File: src/rtl/usb_tx_pkg.sv
// Shared transmit-path definitions: field lengths, the one-hot field vector
// and a length lookup used by the bit scheduler.
package usb_tx_pkg;

  localparam int SYNC_LEN  = 8;
  localparam int PID_LEN   = 8;
  localparam int CRC5_LEN  = 5;
  localparam int CRC16_LEN = 16;
  localparam int DATA_LEN  = 64;

  typedef struct packed {
    logic data;
    logic crc16;
    logic crc5;
    logic pid;
    logic sync;
  } tx_field_t;

  // Only meaningful for a one-hot vector; an empty vector yields 0.
  function automatic logic [6:0] field_len(input tx_field_t f);
    logic [6:0] len;
    len = '0;
    if (f.sync)  len = 7'(SYNC_LEN);
    if (f.pid)   len = 7'(PID_LEN);
    if (f.crc5)  len = 7'(CRC5_LEN);
    if (f.crc16) len = 7'(CRC16_LEN);
    if (f.data)  len = 7'(DATA_LEN);
    return len;
  endfunction

endpackage

File: src/rtl/bit_period_divider.sv
// Rollover counter 0..PERIOD-1 with synchronous clear and enable; the
// terminal-count flag is decoded from the count register alone.
module bit_period_divider #(
  parameter int PERIOD = 8
) (
  input  logic clk,
  input  logic n_rst,
  input  logic clear,
  input  logic enable,
  output logic tc
);

  localparam int W = (PERIOD > 1) ? $clog2(PERIOD) : 1;
  localparam logic [W-1:0] LAST = W'(PERIOD - 1);

  logic [W-1:0] clk_cnt_q;
  logic [W-1:0] clk_cnt_d;
  logic [W-1:0] base;

  // A clear cycle counts as position 0 of the new period, so the count
  // continues from 0 rather than losing a cycle.
  always_comb begin
    base      = clear ? '0 : clk_cnt_q;
    clk_cnt_d = '0;
    if (enable) begin
      clk_cnt_d = (base == LAST) ? '0 : base + 1'b1;
    end
  end

  always_ff @(posedge clk or negedge n_rst) begin
    if (!n_rst) begin
      clk_cnt_q <= '0;
    end else begin
      clk_cnt_q <= clk_cnt_d;
    end
  end

  assign tc = (clk_cnt_q == LAST);

endmodule

File: src/rtl/tx_bit_scheduler.sv
// Bit-period strobe generator and per-field bit counter for the USB transmit
// path; issues one-cycle done pulses back to the transmit control unit.
module tx_bit_scheduler
  import usb_tx_pkg::*;
#(
  parameter int CLKS_PER_BIT = 8
) (
  input  logic       clk,
  input  logic       n_rst,
  input  logic       sync_transmitting,
  input  logic       pid_transmitting,
  input  logic       crc5_transmitting,
  input  logic       crc16_transmitting,
  input  logic       data_transmitting,
  input  logic       idle_transmitting,
  input  logic       stuff_insert,
  output logic       shift_enable,
  output logic [6:0] bit_index,
  output logic       sync_bits_transmitted,
  output logic       pid_bits_transmitted,
  output logic       crc5_bits_transmitted,
  output logic       crc16_bits_transmitted,
  output logic       data_bits_transmitted,
  output logic       field_error
);

  tx_field_t  field_now;
  tx_field_t  prev_field_q, prev_field_d;
  tx_field_t  done_q, done_d;
  logic [5:0] bit_cnt_q, bit_cnt_d;
  logic       done_hold_q, done_hold_d;
  logic       field_error_q, field_error_d;
  logic       cur_active, prev_active, field_multi, field_change;
  logic       div_enable, div_tc;
  logic [6:0] cur_len;

  assign field_now = {data_transmitting, crc16_transmitting, crc5_transmitting,
                      pid_transmitting, sync_transmitting};

  assign cur_active   = $onehot(field_now);
  assign prev_active  = $onehot(prev_field_q);
  assign field_multi  = (field_now != '0) && !cur_active;
  assign field_change = (field_now != prev_field_q);

  // A new field may start while done_hold is still set from the previous one.
  assign div_enable = cur_active && (field_change || !done_hold_q);

  bit_period_divider #(
    .PERIOD(CLKS_PER_BIT)
  ) u_divider (
    .clk   (clk),
    .n_rst (n_rst),
    .clear (field_change),
    .enable(div_enable),
    .tc    (div_tc)
  );

  assign shift_enable = prev_active && !done_hold_q && div_tc;

  always_comb begin
    prev_field_d  = field_now;
    bit_cnt_d     = bit_cnt_q;
    done_hold_d   = done_hold_q;
    done_d        = '0;
    field_error_d = field_error_q;
    cur_len       = field_len(prev_field_q);

    if (field_multi) begin
      field_error_d = 1'b1;
    end else if (idle_transmitting && (field_now == '0)) begin
      field_error_d = 1'b0;
    end

    if (field_change) begin
      bit_cnt_d   = '0;
      done_hold_d = 1'b0;
    end else if (!cur_active) begin
      bit_cnt_d = '0;
    end else if (shift_enable) begin
      if (stuff_insert) begin
        bit_cnt_d = bit_cnt_q;
      end else if ({1'b0, bit_cnt_q} < cur_len - 7'd1) begin
        bit_cnt_d = bit_cnt_q + 6'd1;
      end else begin
        bit_cnt_d   = '0;
        done_hold_d = 1'b1;
        done_d      = prev_field_q;
      end
    end
  end

  always_ff @(posedge clk or negedge n_rst) begin
    if (!n_rst) begin
      prev_field_q  <= '0;
      done_q        <= '0;
      bit_cnt_q     <= '0;
      done_hold_q   <= 1'b0;
      field_error_q <= 1'b0;
    end else begin
      prev_field_q  <= prev_field_d;
      done_q        <= done_d;
      bit_cnt_q     <= bit_cnt_d;
      done_hold_q   <= done_hold_d;
      field_error_q <= field_error_d;
    end
  end

  assign bit_index              = {1'b0, bit_cnt_q};
  assign sync_bits_transmitted  = done_q.sync;
  assign pid_bits_transmitted   = done_q.pid;
  assign crc5_bits_transmitted  = done_q.crc5;
  assign crc16_bits_transmitted = done_q.crc16;
  assign data_bits_transmitted  = done_q.data;
  assign field_error            = field_error_q;

endmodule

File: config.mk
export PLATFORM = sky130hd
export DESIGN_NAME = tx_bit_scheduler
export DESIGN_NICKNAME = d
export VERILOG_FILES = /design/src/rtl/usb_tx_pkg.sv /design/src/rtl/bit_period_divider.sv /design/src/rtl/tx_bit_scheduler.sv
export SDC_FILE = /design/constraint.sdc
export NUM_CORES = 1
export LEC_CHECK = 0
export CORE_MARGIN = 2
export CORE_UTILIZATION = 30
export DETAILED_ROUTE_END_ITERATION = 16
export DONT_BUFFER_PORTS = 1
export SYNTH_ARGS = -nofsm -noshare
export SYNTH_HDL_FRONTEND = slang
export SYNTH_SLANG_ARGS = --single-unit
File: constraint.sdc
create_clock -name clk -period 3.3 [get_ports clk]
set_input_delay 0.66 -clock clk [delete_from_list [all_inputs] [get_ports clk]]
set_output_delay 0.66 -clock clk [all_outputs]
set_load 0.05 [all_outputs]
Word-level counts from Yosys, hierarchy flattened

Cells that the tools add are included.

Bits in registers: 21
Input bits: 9
Output and inout bits: 14
Word-level logic and storage cells: 75

$add $sub $neg: 11
$lt $le $gt $ge: 1
Equality and inequality tests: 9
Multiplexer cells: 25
Reduce and logical (&&, ||, !) cells: 15

Operators by type and width:

| cell                                                  | number |
|---|---|
| 2-to-1 mux 6 bit                                      | 5 |
| 2-to-1 mux 5 bit                                      | 5 |
| 2-to-1 mux 7 bit                                      | 3 |
| 2-to-1 mux 3 bit                                      | 3 |
| adder 1 x 1 -> 2 bit                                  | 4 |
| 2-to-1 mux 4 bit                                      | 2 |
| < comparator 6 x 7 -> 1 bit                           | 1 |
| 2-to-1 mux 1 bit                                      | 7 |
| subtractor 7 x 1 -> 7 bit, second input constant      | 1 |
| adder 2 x 2 -> 3 bit                                  | 2 |
| adder 3 x 1 -> 3 bit                                  | 2 |
| adder 6 x 1 -> 6 bit, second input constant           | 1 |
| equality test 3 x 1 -> 1 bit, second input constant   | 2 |
| equality test 3 bit, second input constant            | 2 |
| inequality test 3 x 2 -> 1 bit, second input constant | 2 |
| nonzero test 2 bit                                    | 3 |
| logical AND 1 bit                                     | 5 |
| logical NOT 5 bit                                     | 1 |
| inequality test 5 bit                                 | 1 |
| nonzero test 5 bit                                    | 1 |
| AND reduction 4 bit                                   | 1 |
| adder 3 x 1 -> 3 bit, second input constant           | 1 |
| logical NOT 1 bit                                     | 2 |
| inequality test 2 x 1 -> 1 bit, second input constant | 1 |
| 3 further kinds                                       | 3 |

Logic depth before layout (Yosys ltp)

Word-level depth: 12
Depth in mapped cells: 13
Mapped depth without buffers: 12

Modules after synthesis

From an unflattened synthesis, not the netlist that was laid out.

Cell total of the unflattened synthesis: 138
Area, all modules: 1,352.5 µm²

Modules (own cells, without submodules):

| module             | times used | cells each | area an instance (µm²) | sequential area each (µm²) |
|---|---|---|---|---|
| tx_bit_scheduler   | 1          | 125        | 1,202.4                | 450.4 |
| bit_period_divider | 1          | 13         | 150.1                  | 75.1 |

Worst setup path before layout

Ideal clock, no wire load.

Path kind: register to output
Start point: register prev_field_q[0] in the netlist's numbering
End point: output port shift_enable
Arrival: 3.209 ns
Data required time: 2.640 ns
Path slack: -0.569 ns
Stages on the path, launching flop included: 8
Path buffers: 0
Cells stage by stage: dfrtp_1 -> fa_1 -> inv_1 -> fa_1 -> inv_1 -> ha_1 -> or4_4 -> nor3_1

Word-level cells in the longest chain between the ends: 6

RTL lines:

| element                                    | line                    | text |
|---|---|---|
| from (decl)                                | tx_bit_scheduler.sv:28  | `tx_field_t prev_field_q, prev_field_d;` |
| from (signal assigned)                     | tx_bit_scheduler.sv:100 | `prev_field_q <= prev_field_d;` |
| adder 1 x 1 -> 2 bit (implied by the code) | tx_bit_scheduler.sv:41  | `assign prev_active = $onehot(prev_field_q);` |
| adder 2 x 2 -> 3 bit (implied by the code) | tx_bit_scheduler.sv:41  |  |
| adder 3 x 1 -> 3 bit (implied by the code) | tx_bit_scheduler.sv:41  |  |
| equality test 3 x 1 -> 1 bit               | tx_bit_scheduler.sv:41  |  |
| logical AND 1 bit (2 in a row)             | tx_bit_scheduler.sv:58  | `assign shift_enable = prev_active && !done_hold_q && div_tc;` |
| to (decl)                                  | tx_bit_scheduler.sv:17  | `output logic shift_enable,` |

No other way between the ends.

Worst setup path after layout

Start point: register prev_field_q[3] in the netlist's numbering
End point: output port shift_enable

Same word-level chain as after synthesis.

==> results_dict.tcl <==
set metrics [dict create \
    p_sw_mw 0.141 \
    r2r_cells 11 \
    grt_pass1_wl_um 5070 \
    synth_async_sr_flop_share_pct 100 \
    tightest_slew_ns 0.871 \
    wl_um 2850 \
    synth_top_cell_by_area "dfrtp_1" \
    internal_power_mw 0.387 \
    gp_congestion 0.800 \
    grt_usage_pct 12.5 \
    clock_latency_ns 0.26 \
    die_y_um 71.3 \
    drc 0 \
    grt_pass1_vias 1131 \
    crit_path_end_kind "output pin" \
    htreeDepth 1 \
    postSynthCellCount 143 \
    min_period_ns 3.29 \
    cp-startpoint "prev_field_q[3]$_DFF_PN0_" \
    synth_top_area_share_pct 38.7 \
    fin_nets 179 \
    start_kind "register" \
    cts_buffer_depth 2 \
    grt_max_degree 22 \
    place_hpwl_um 2210 \
    io_buffers 0 \
    num_antenna_cells 0 \
    yosysUniqueCellTypes 34 \
    ys_ff_latch 21 \
    p_seq_share_pct 51.1 \
    grtUsageMet1_pct 14.5 \
    cts_tree "yes" \
    post-route-util_pct 35.5 \
    top_usage_layer "met2" \
    cts_made_buffers 3 \
    drt_first_pass_iters 4 \
    post-route-period-util_pct 99.7 \
    p_sw_share_pct 26.6 \
    power_density_mw_per_mm2 341 \
    ys.flop_type "dfrtp_1" \
    rsz0062_at_grt "yes" \
    grt_use_met3_pct 3.52 \
    area_growth_pct 13.9 \
    setup-violations-final 0 \
    maxSlewViolCount 0 \
    start_util_pct 31.2 \
    cts-root-buf "clkbuf_8" \
    drt-initial-drc-count 29 \
    cellLeakagePower_nw 0.693 \
    die_width_um 71.3 \
    vdd_drop_max_mv 0.230 \
    avgSynthCellArea_um2 9.50 \
    antenna_found_initial 0 \
    synth_area_mm2 0.00136 \
    wl_per_cell_um 13.9 \
    synth_edf_count 0 \
    met2_usage_pct 22.1 \
    crit_type "reg2out" \
    fin_skew_ns 0.00177 \
    synth_most_common_cell "dfrtp_1" \
    reg2reg_to "crc5_bits_transmitted$_DFF_PN0_" \
    crit_arrival_ns 2.63 \
    rows 24 \
    hold_viol 0 \
    routed_via_density 5.11 \
    core_mm2 0.00435 \
    p_clk_share_pct 32.7 \
    maxSlewHeadroom_pct 41.5 \
    status "finished clean" \
    dieArea_mm2 0.00508 \
    r2r_setup_slack_ns 0.07 \
    fin_tns_setup_ns 0 \
    vias 1047 \
    io_pins 23 \
    r2r_start "prev_field_q[3]$_DFF_PN0_" \
    clk_pin_slew_worst_paths_ns 0.08 \
    fmax_ghz 0.304 \
    maxCapViolCount 0 \
    cts_sinks 21 \
    yosys_warnings 0 \
    synth_common_cells "dfrtp_1, inv_1, nand2_1" \
    synth_fp_nets 168 \
    drive_above_1_share_pct 17.6 \
    synthTopCellsByArea "dfrtp_1, ha_1, fa_1" \
    p_comb_share_pct 16.3 \
    hold_path.class "in2async" \
    grt_remaining_overflow 0 \
    cp_max_fo 2 \
    crit_required_ns 2.64 \
    ys_seq_area_share_pct 38.7 \
    antenna_left 0 \
]
## repair_timing
action	CTS	global route
resized for setup	3	2
hold endpoints to repair	0	0
hold buffers	0	0
buffers inserted	2	0
endpoints found under the setup margin	1	13
pin swaps	3	2
## state kept, by name, indices dropped and copies added, names as in the netlist
name	cells
crc5_bits_transmitted	1
crc16_bits_transmitted	1
bit_cnt_q	6
data_bits_transmitted	1
prev_field_q	5
pid_bits_transmitted	1
u_divider.clk_cnt_q	3
field_error	1
sync_bits_transmitted	1
done_hold_q	1
## through the flow
step | hold WS [ns] | cell area [um2] | setup slack [ns] | total power [mW] | cells
after CTS | 0.0735 | 1550 | -0.0191 | 0.534 | 205
after global routing | 0.0624 | 1550 | -0.0679 | 0.559 | 205
after detailed placement | 0.365 | 1470 | 0.0393 | 0.351 | 199
after floorplan | 0.364 | 1370 | 0.0426 | 0.336 | 143
final | 0.0850 | 1550 | 0.00938 | 0.527 | 205
after global placement | 0.365 | 1470 | 0.0874 | 0.348 | 199
## logic make-up (layout without fill, tap and decap cells)
family | after synthesis | count (layout) | share of synthesized area (%)
AOI/OAI and AO/OA | 17 | 17 | 7.73
other | 1 | 1 | 0.276
xor gates and xnor gates | 6 | 6 | 3.87
buffers and inverters | 19 | 29 | 6.72
adders and majority gates | 16 | 16 | 16.9
DFF | 21 | 21 | 38.7
and+or+nand+nor | 63 | 63 | 25.8
## layout make-up
type	instances	area, um2
clock buffer	4	45.0
timing repair buffer	10	87.6
fill	429	2810
multi-input combinational	103	768
sequential	21	526
tap	52	65.1
inverter	15	56.3
## layer usage
layer  vias up  share of wire [%]
li1        506                  -
met1       520                 44
met2        17                 51
met3         4                4.6
met4         0                1.1
met5         -                  0
## power by group through the flow
stage	Combinational (mW)	Sequential (mW)	Clock, mW
6_report	0.0858	0.269	0.172
5_1_grt	0.0961	0.271	0.193
4_1_cts	0.0858	0.269	0.179
3_5_place_dp	0.0764	0.275	0
3_3_place_gp	0.0733	0.274	0
2_1_floorplan	0.0629	0.273	0
## worst max path at each step
stage                                            endpoint  cells past startpoint
final                                        shift_enable                      8
after global routing                         shift_enable                      8
after floorplan                              shift_enable                      7
after global placement     pid_bits_transmitted$_DFF_PN0_                     10
after CTS                                    shift_enable                      8
after detailed placement  crc5_bits_transmitted$_DFF_PN0_                     10
## worst max-delay path, cell delays in order (launching register included)
cell and delay [ns]:
dfrtp_1 0.41, fa_1 0.56, inv_2 0.04, fa_2 0.33, inv_2 0.07, ha_4 0.18
or4_4 0.43, nor3_4 0.18, buf_12 0.16
## placed cells by master (no fill, tap or decap), drive strengths merged, types with 2 or more instances in the layout
| master | count |
|---|---|
| inv | 15 |
| clkbuf | 4 |
| ha | 12 |
| buf | 10 |
| xor2 | 2 |
| fa | 4 |
| nor2 | 10 |
| or4 | 2 |
| a21oi | 8 |
| xnor2 | 4 |
| nor4b | 3 |
| nand2 | 15 |
| nor3 | 5 |
| nor4 | 2 |
| dfrtp | 21 |
| and2 | 6 |
| nand3 | 11 |
| a31oi | 4 |
| or2 | 2 |
| nand3b | 2 |
Note: power is estimated with default switching activity, not from simulation.
